$ cat src/rtl/accum_ctrl_pkg.sv
// Shared types and constants for the accumulate controller and its datapath.
// Holds the FSM state encoding and the datapath mux-select codes.
package accum_ctrl_pkg;

  localparam int unsigned CNT_W = 4;
  localparam int unsigned SEL_W = 2;

  typedef enum logic [2:0] {
    ST_IDLE,
    ST_CLEAR,
    ST_LOAD,
    ST_ADD,
    ST_DONE
  } state_e;

  localparam logic [SEL_W-1:0] SEL_CLEAR = 2'b00;
  localparam logic [SEL_W-1:0] SEL_LOAD  = 2'b01;
  localparam logic [SEL_W-1:0] SEL_ADD   = 2'b10;
  localparam logic [SEL_W-1:0] SEL_HOLD  = 2'b11;

endpackage

$ cat src/rtl/add_counter4.sv
// 4-bit addition counter with synchronous clear/enable and a terminal compare.
// The count never moves past the limit, so it cannot wrap.
module add_counter4
  import accum_ctrl_pkg::*;
(
  input  logic             clk_i,
  input  logic             rst_i,
  input  logic             clr_i,
  input  logic             en_i,
  input  logic [CNT_W-1:0] limit_i,
  output logic [CNT_W-1:0] count_o,
  output logic             tc_o
);

  logic [CNT_W-1:0] count_q;
  logic [CNT_W-1:0] count_d;

  assign tc_o    = (count_q == limit_i);
  assign count_o = count_q;

  // Clear takes priority; increment is blocked once the limit is reached.
  always_comb begin
    count_d = count_q;
    if (clr_i) begin
      count_d = '0;
    end else if (en_i && !tc_o) begin
      count_d = count_q + CNT_W'(1);
    end
  end

  always_ff @(posedge clk_i or posedge rst_i) begin
    if (rst_i) begin
      count_q <= '0;
    end else begin
      count_q <= count_d;
    end
  end

endmodule

$ cat src/rtl/accum_controller.sv
// Sequencer for an accumulate datapath: clear, load A, then add A up to
// max_adds times, stopping early if the running sum would reach bit 7.
module accum_controller
  import accum_ctrl_pkg::*;
(
  input  logic             clk_i,
  input  logic             rst_i,
  input  logic             start_i,
  input  logic [CNT_W-1:0] max_adds_i,
  input  logic             fgt127_i,
  output logic [SEL_W-1:0] sel_o,
  output logic             busy_o,
  output logic             done_o,
  output logic             overflow_o,
  output logic [CNT_W-1:0] add_count_o
);

  state_e           state_q;
  logic [CNT_W-1:0] max_q;
  logic             busy_q;
  logic             done_q;
  logic             overflow_q;

  logic             start_ok;
  logic             cnt_clr;
  logic             cnt_en;
  logic             cnt_tc;
  logic [CNT_W-1:0] cnt;

  assign start_ok = (state_q == ST_IDLE) && start_i;

  // Count-reached is checked before fgt127 so a full run never flags overflow.
  always_comb begin
    cnt_clr = start_ok;
    cnt_en  = (state_q == ST_ADD) && !cnt_tc && !fgt127_i;
  end

  always_comb begin
    sel_o = SEL_HOLD;
    case (state_q)
      ST_CLEAR: sel_o = SEL_CLEAR;
      ST_LOAD:  sel_o = SEL_LOAD;
      ST_ADD:   sel_o = cnt_en ? SEL_ADD : SEL_HOLD;
      default:  sel_o = SEL_HOLD;
    endcase
  end

  add_counter4 u_counter (
    .clk_i   (clk_i),
    .rst_i   (rst_i),
    .clr_i   (cnt_clr),
    .en_i    (cnt_en),
    .limit_i (max_q),
    .count_o (cnt),
    .tc_o    (cnt_tc)
  );

  always_ff @(posedge clk_i or posedge rst_i) begin
    if (rst_i) begin
      state_q    <= ST_IDLE;
      max_q      <= '0;
      busy_q     <= 1'b0;
      done_q     <= 1'b0;
      overflow_q <= 1'b0;
    end else begin
      done_q <= 1'b0;
      case (state_q)
        ST_IDLE: begin
          if (start_i) begin
            state_q    <= ST_CLEAR;
            max_q      <= max_adds_i;
            overflow_q <= 1'b0;
            busy_q     <= 1'b1;
          end
        end
        ST_CLEAR: state_q <= ST_LOAD;
        ST_LOAD:  state_q <= ST_ADD;
        ST_ADD: begin
          if (cnt_tc || fgt127_i) begin
            state_q <= ST_DONE;
            busy_q  <= 1'b0;
            done_q  <= 1'b1;
            if (!cnt_tc) begin
              overflow_q <= 1'b1;
            end
          end
        end
        ST_DONE:  state_q <= ST_IDLE;
        default: begin
          state_q <= ST_IDLE;
          busy_q  <= 1'b0;
        end
      endcase
    end
  end

  assign busy_o      = busy_q;
  assign done_o      = done_q;
  assign overflow_o  = overflow_q;
  assign add_count_o = cnt;

endmodule

$ cat config.mk
export PLATFORM = sky130hd
export DESIGN_NAME = accum_controller
export DESIGN_NICKNAME = d
export VERILOG_FILES = /design/src/rtl/accum_ctrl_pkg.sv /design/src/rtl/add_counter4.sv /design/src/rtl/accum_controller.sv
export SDC_FILE = /design/constraint.sdc
export NUM_CORES = 1
export LEC_CHECK = 0
export CELL_PAD_IN_SITES_DETAIL_PLACEMENT = 0
export CELL_PAD_IN_SITES_GLOBAL_PLACEMENT = 1
export CORE_MARGIN = 8
export CORE_UTILIZATION = 39
export DETAILED_ROUTE_END_ITERATION = 16
export PLACE_DENSITY = 0.92
export SETUP_SLACK_MARGIN = 0.02
export SLEW_MARGIN = 10
export SYNTH_ARGS = -nofsm -noshare
export SYNTH_HDL_FRONTEND = slang
export SYNTH_HIERARCHICAL = 1
export SYNTH_SLANG_ARGS = --single-unit
$ cat constraint.sdc
create_clock -name clk_i -period 2.8 [get_ports clk_i]
set_input_delay 0.56 -clock clk_i [delete_from_list [all_inputs] [get_ports clk_i]]
set_output_delay 0.56 -clock clk_i [all_outputs]
set_load 0.005 [all_outputs]
==> metrics.yaml, run 1 <==
yosys.area_share.simple_pct: 15.6
rsz0062_at_grt: "no"
worst-path-buf-inv: 1
syn_to_final_growth_pct: 31.3
arrival_ns: 2.06
synth_compound_area_share_pct: 13.2
period_needed_ns: 2.62
cp.required_ns: 2.24
finalSetupViolations: 0
fin_skew_ns: 0.00241
grt_max_degree: 11
place_area_um2: 903
synth_largest_area_cell: "dfrtp_1"
synthMuxAreaShare_pct: 7.64
firstDrtPassIters: 2
reg2reg_slack_ns: 0.65
clk_path_buf_depth: 2
hold_viol_final: 0
p_leak_nw: 0.409
power.density_nw_per_um2: 1090
grt_pass1_wl_um: 2550
cts_max_level: 1
ant_nets: 0
cp-start-kind: "flip-flop"
die_h_um: 59.0
numPortBuffers: 16
layout_commonest_cell: "clkdlybuf4s50_1"
synth_top_family_by_area: "simple AND/OR/NAND/NOR gates"
antenna_found_initial: 0
synth_cell_types: 26
clk_latency_ns: 0.28
slowest_delay_ns: 0.50
power_mw: 1.03
fin_crit_sh_pct: 93.5
status: "complete, no violations"
fin_area_um2: 946
routabilityCongestion: 0.769
diodes: 0
coreArea_um2: 1730
grt_overflow: 0
grt_pass1_vias: 553
cts_tree: "yes"
rows: 15
syn_nets: 71
drc_errors: 0
drive_gt1_share_pct: 18.5
path_cells: "xor2_1, nor4_2, o21ai_0, nand3b_1, clkdlybuf4s50_1"
clk_transition_reported_paths_ns: 0.09
fin_hold_ws_ns: 0.486
vias_per_cell: 4.86
synth-xor-area-share_pct: 8.33
synth_seq_cells: 14
dp_hpwl_um: 1130
drt-initial-drc-count: 4
syn_area_um2: 721
dieArea_um2: 3480
cp_top_family: "buffers and inverters"
yosysWarnings: 6
die_w_um: 59.0
routedWlPerCell_um: 14.3
mostFrequentLayoutCells: "clkdlybuf4s50_1, dfrtp_1, nor2_1, inv_1, xor2_1"
final.fill_count: 168
irDropWorstVdd_mv: 0.401
synth_top_area_share_pct: 48.6
path_class: "flip-flop to output port"
synth_cells: 62
drt-total-wl_um: 1520
vias: 515
worstMarginPinSlew_ns: 0.610
synth_fa_ha_area_share_pct: 1.74
cts-root-buf: "clkbuf_4"
cts_setup_buffers: 0
synth_area_leaders: "dfrtp_1, mux2_2, xor2_1"
initial_utilization_pct: 41.7
cap_violations: 0
final_nets: 91
max_slew_margin_pct: 59.1
cp_max_fo: 5
timing.setup.tns_ns: 0
fmax_ghz: 0.382
seq_area_frac_synth_pct: 48.6
numCtsBuffers: 3
clkSinkCount: 14
hold_path_class: "input pin to asynchronous set/reset pin"
ioPinCount: 17
finalMaxSlewViolations: 0
crit_path_end_kind: "output port"
syn_area_per_cell_um2: 11.6
grtUsageTotal_pct: 9.81
cp_slowest_cell: "clkdlybuf4s50_1"
layer usage:
metal,part of all wire (%),global-route usage (%),vias up
li1,-,-,256
met3,4.7,1.74,4
met5,0,0,-
met2,50,16.2,11
met4,3.5,9.22,0
met1,41,10.3,244
sequential cells by signal, indices dropped and copies added, names as in the netlist:
name,count
busy_o,1
state_q,3
max_q,4
overflow_o,1
u_counter/count_o,4
done_o,1
power breakdown:
| group | internal (mW) | total, mW | switching [mW] |
|---|---|---|---|
| registers | 0.290 | 0.404 | 0.114 |
| logic | 0.269 | 0.475 | 0.207 |
| clock network | 0.0791 | 0.147 | 0.0679 |
| total | 0.638 | 1.03 | 0.388 |
worst paths after layout:
| check | startpoint | to | depth (start not counted) |
|---|---|---|---|
| min in group clk_i | busy_o | busy_o | 1 |
| worst min register to register | busy_o | busy_o | 1 |
| worst min-delay path | rst_i | u_counter/count_o[3] | 2 |
| worst max register to register | u_counter/count_o[1] | u_counter/count_o[3] | 7 |
| max in group asynchronous | rst_i | max_q[1] | 2 |
| worst max-delay path | u_counter/count_o[1] | sel_o[0] | 5 |
stage by stage:
stage	instances	setup WS, ns	utilization, %
6_report	106	0.181	54.8
5_1_grt	106	0.0281	54.8
4_1_cts	106	0.0817	54.4
3_5_place_dp	102	0.408	52.3
3_3_place_gp	102	0.426	52.3
2_1_floorplan	62	0.753	-
timing repair:
item                       4_1_cts  5_1_grt
hold buffers                     0        0
resized for setup                0        1
setup endpoints to repair        0        1
logic make-up (layout without fill, tap and decap cells):
group	count (synthesis)	count (layout)
buf+inv	7	26
compound gates	12	12
mux	5	5
xor+xnor	6	6
fa+ha+maj	1	1
simple gates	17	17
flops	14	14
final cells by class:
type                       instances  area (um2)  share of cell area (%)
inverter                           5        18.8                    1.98
sequential                        14         350                    37.0
timing repair buffer              17         168                    17.7
clock buffer                       4        36.3                    3.84
tap                               25        31.3                    3.31
multi-input combinational         41         342                    36.1
cells in the mapped netlist (all sizes together):
master / number
nor4: 1
a21oi: 3
or3: 2
mux2: 4
nor3b: 1
o21bai: 1
nand3b: 2
mux2i: 1
o21ai: 4
nor2: 6
nand3: 1
o211ai: 1
nor4b: 1
nor3: 1
a31o: 1
buf: 2
or3b: 1
nand2b: 1
dfrtp: 14
ha: 1
o41ai: 1
o32ai: 1
inv: 5
xor2: 6
No activity file was read; power rests on OpenSTA's default activity.
==> inputs of run 2 (changes only) <==
--- a/config.mk
+++ b/config.mk
@@ -7,7 +7,7 @@
 export LEC_CHECK = 0
 export CELL_PAD_IN_SITES_DETAIL_PLACEMENT = 0
 export CELL_PAD_IN_SITES_GLOBAL_PLACEMENT = 1
-export CORE_MARGIN = 8
+export CORE_MARGIN = 3
 export CORE_UTILIZATION = 39
 export DETAILED_ROUTE_END_ITERATION = 16
 export PLACE_DENSITY = 0.92
==> run 2 against run 1 <==
  * Non-clock buffer count is the same
  * Largest cell class unchanged
  * Sequential cell count is the same
  * Global-route usage grew 2.7 points
==> metrics.yaml, run 2 (same netlist as run 1, synthesis figures left out) <==
path_class: "flip-flop to output port"
routabilityCongestion: 0.746
cts_setup_buffers: 0
layout_commonest_cell: "clkdlybuf4s50_1"
final.fill_count: 153
grt_pass1_vias: 498
reg2reg_slack_ns: 0.67
max_slew_margin_pct: 57.5
clk_transition_reported_paths_ns: 0.09
cts_tree: "yes"
path_cells: "xor2_1, nor4_1, o21ai_0, nand3b_1, clkdlybuf4s50_1"
crit_path_end_kind: "output port"
status: "complete, no violations"
cp_slowest_cell: "clkdlybuf4s50_1"
rr_startpoint: "u_counter/count_o[1]"
power.density_nw_per_um2: 1060
arrival_ns: 2.09
initial_utilization_pct: 44.7
syn_to_final_growth_pct: 30.2
dp_hpwl_um: 972
grt_pass1_wl_um: 2280
antenna_found_initial: 0
fmax_ghz: 0.377
numPortBuffers: 16
postCtsHoldBufs: 0
fin_crit_sh_pct: 94.7
vias_per_cell: 4.86
vias: 510
cts-root-buf: "clkbuf_4"
final_cells: 105
fin_skew_ns: 0.00511
mostFrequentLayoutCells: "clkdlybuf4s50_1, dfrtp_1, nor2_1, inv_1, xor2_1"
grt_max_degree: 11
multi_input_area_um2: 335
cap_violations: 0
diodes: 0
utilization_pct: 58.2
finalMaxSlewViolations: 0
grtUsageTotal_pct: 12.5
numCtsBuffers: 3
cp-start-kind: "flip-flop"
grt_overflow: 0
hold_viol_final: 0
die_w_um: 49.0
period_needed_ns: 2.65
hold_path_class: "input pin to asynchronous set/reset pin"
dieArea_um2: 2400
cp.required_ns: 2.24
finalSetupViolations: 0
fin_ws_ns: 0.148
irDropWorstVdd_mv: 0.535
p_leak_nw: 0.409
rows: 14
cts_max_level: 1
post_cts_resized: 0
rsz0062_at_grt: "no"
coreArea_um2: 1610
reg2reg_depth: 7
clk_path_buf_depth: 2
seqCellArea_um2: 350
firstDrtPassIters: 2
worstMarginPinSlew_ns: 0.635
drive_gt1_share_pct: 17.3
timing.setup.tns_ns: 0
dp_slack_ns: 0.392
placedCellCount: 101
die_h_um: 49.0
drt-total-wl_um: 1280
cp_max_fo: 5
ioPinCount: 17
ant_nets: 0
drc_errors: 0
slowest_delay_ns: 0.52
final_nets: 91
clkSinkCount: 14
clk_latency_ns: 0.28
routedWlPerCell_um: 12.2
drt-initial-drc-count: 7
timing.rr.end: "u_counter/count_o[3]"
[run 2: cell count changes in the layout (fill, tap and decap cells not counted)]
cell / before / now
nor4_2: 1 / 0
nor4_1: 0 / 1
[run 2: how the worst max path moves through the flow]
stage / start / endpoint / slack (ns) / cells past startpoint
floorplan: u_counter/count_o[0] / sel_o[0] / 0.75 / 4
detailed placement: fgt127_i / sel_o[0] / 0.39 / 4
finish: u_counter/count_o[1] / sel_o[0] / 0.15 / 5
global placement: fgt127_i / sel_o[0] / 0.45 / 4
global route: u_counter/count_o[1] / sel_o[0] / 0.04 / 5
CTS: u_counter/count_o[1] / sel_o[0] / 0.10 / 5
[run 2: critical path: cells and delay by family (launching register included)]
kind,cells,cell delay [ns]
compound gates,1,0.15
simple gates,2,0.49
xor+xnor,1,0.22
flops,1,0.44
buf+inv,1,0.52
[run 2: final cells by class]
type                    instances  area share [%]
clock buffers                   4            3.87
inverters                       5            2.00
multi-input cells              41            35.7
flip-flops and latches         14            37.3
well taps                      24            3.20
repair buffers                 17            17.9
[run 2: metal layers]
metal / vias up / share of wire (%) / GRT usage, %
li1: 255 / - / -
met4: 0 / 2.0 / 7.11
met2: 9 / 46 / 20.1
met1: 242 / 47 / 14.8
met5: - / 0 / 0
met3: 4 / 4.5 / 3.67
[run 2: where the power goes]
part | leakage, nW | internal (mW) | switching [mW]
clock network | 0.0210 | 0.0790 | 0.0634
registers | 0.175 | 0.290 | 0.112
logic | 0.213 | 0.265 | 0.188
[run 2: metrics by stage]
step / power [mW] / cell area (um2) / hold WS (ns)
2_1_floorplan: 0.686 / 721 / 0.326
6_report: 0.998 / 938 / 0.491
5_1_grt: 1.08 / 938 / 0.504
3_3_place_gp: 0.853 / 902 / 0.493
4_1_cts: 1.01 / 938 / 0.485
3_5_place_dp: 0.868 / 902 / 0.499
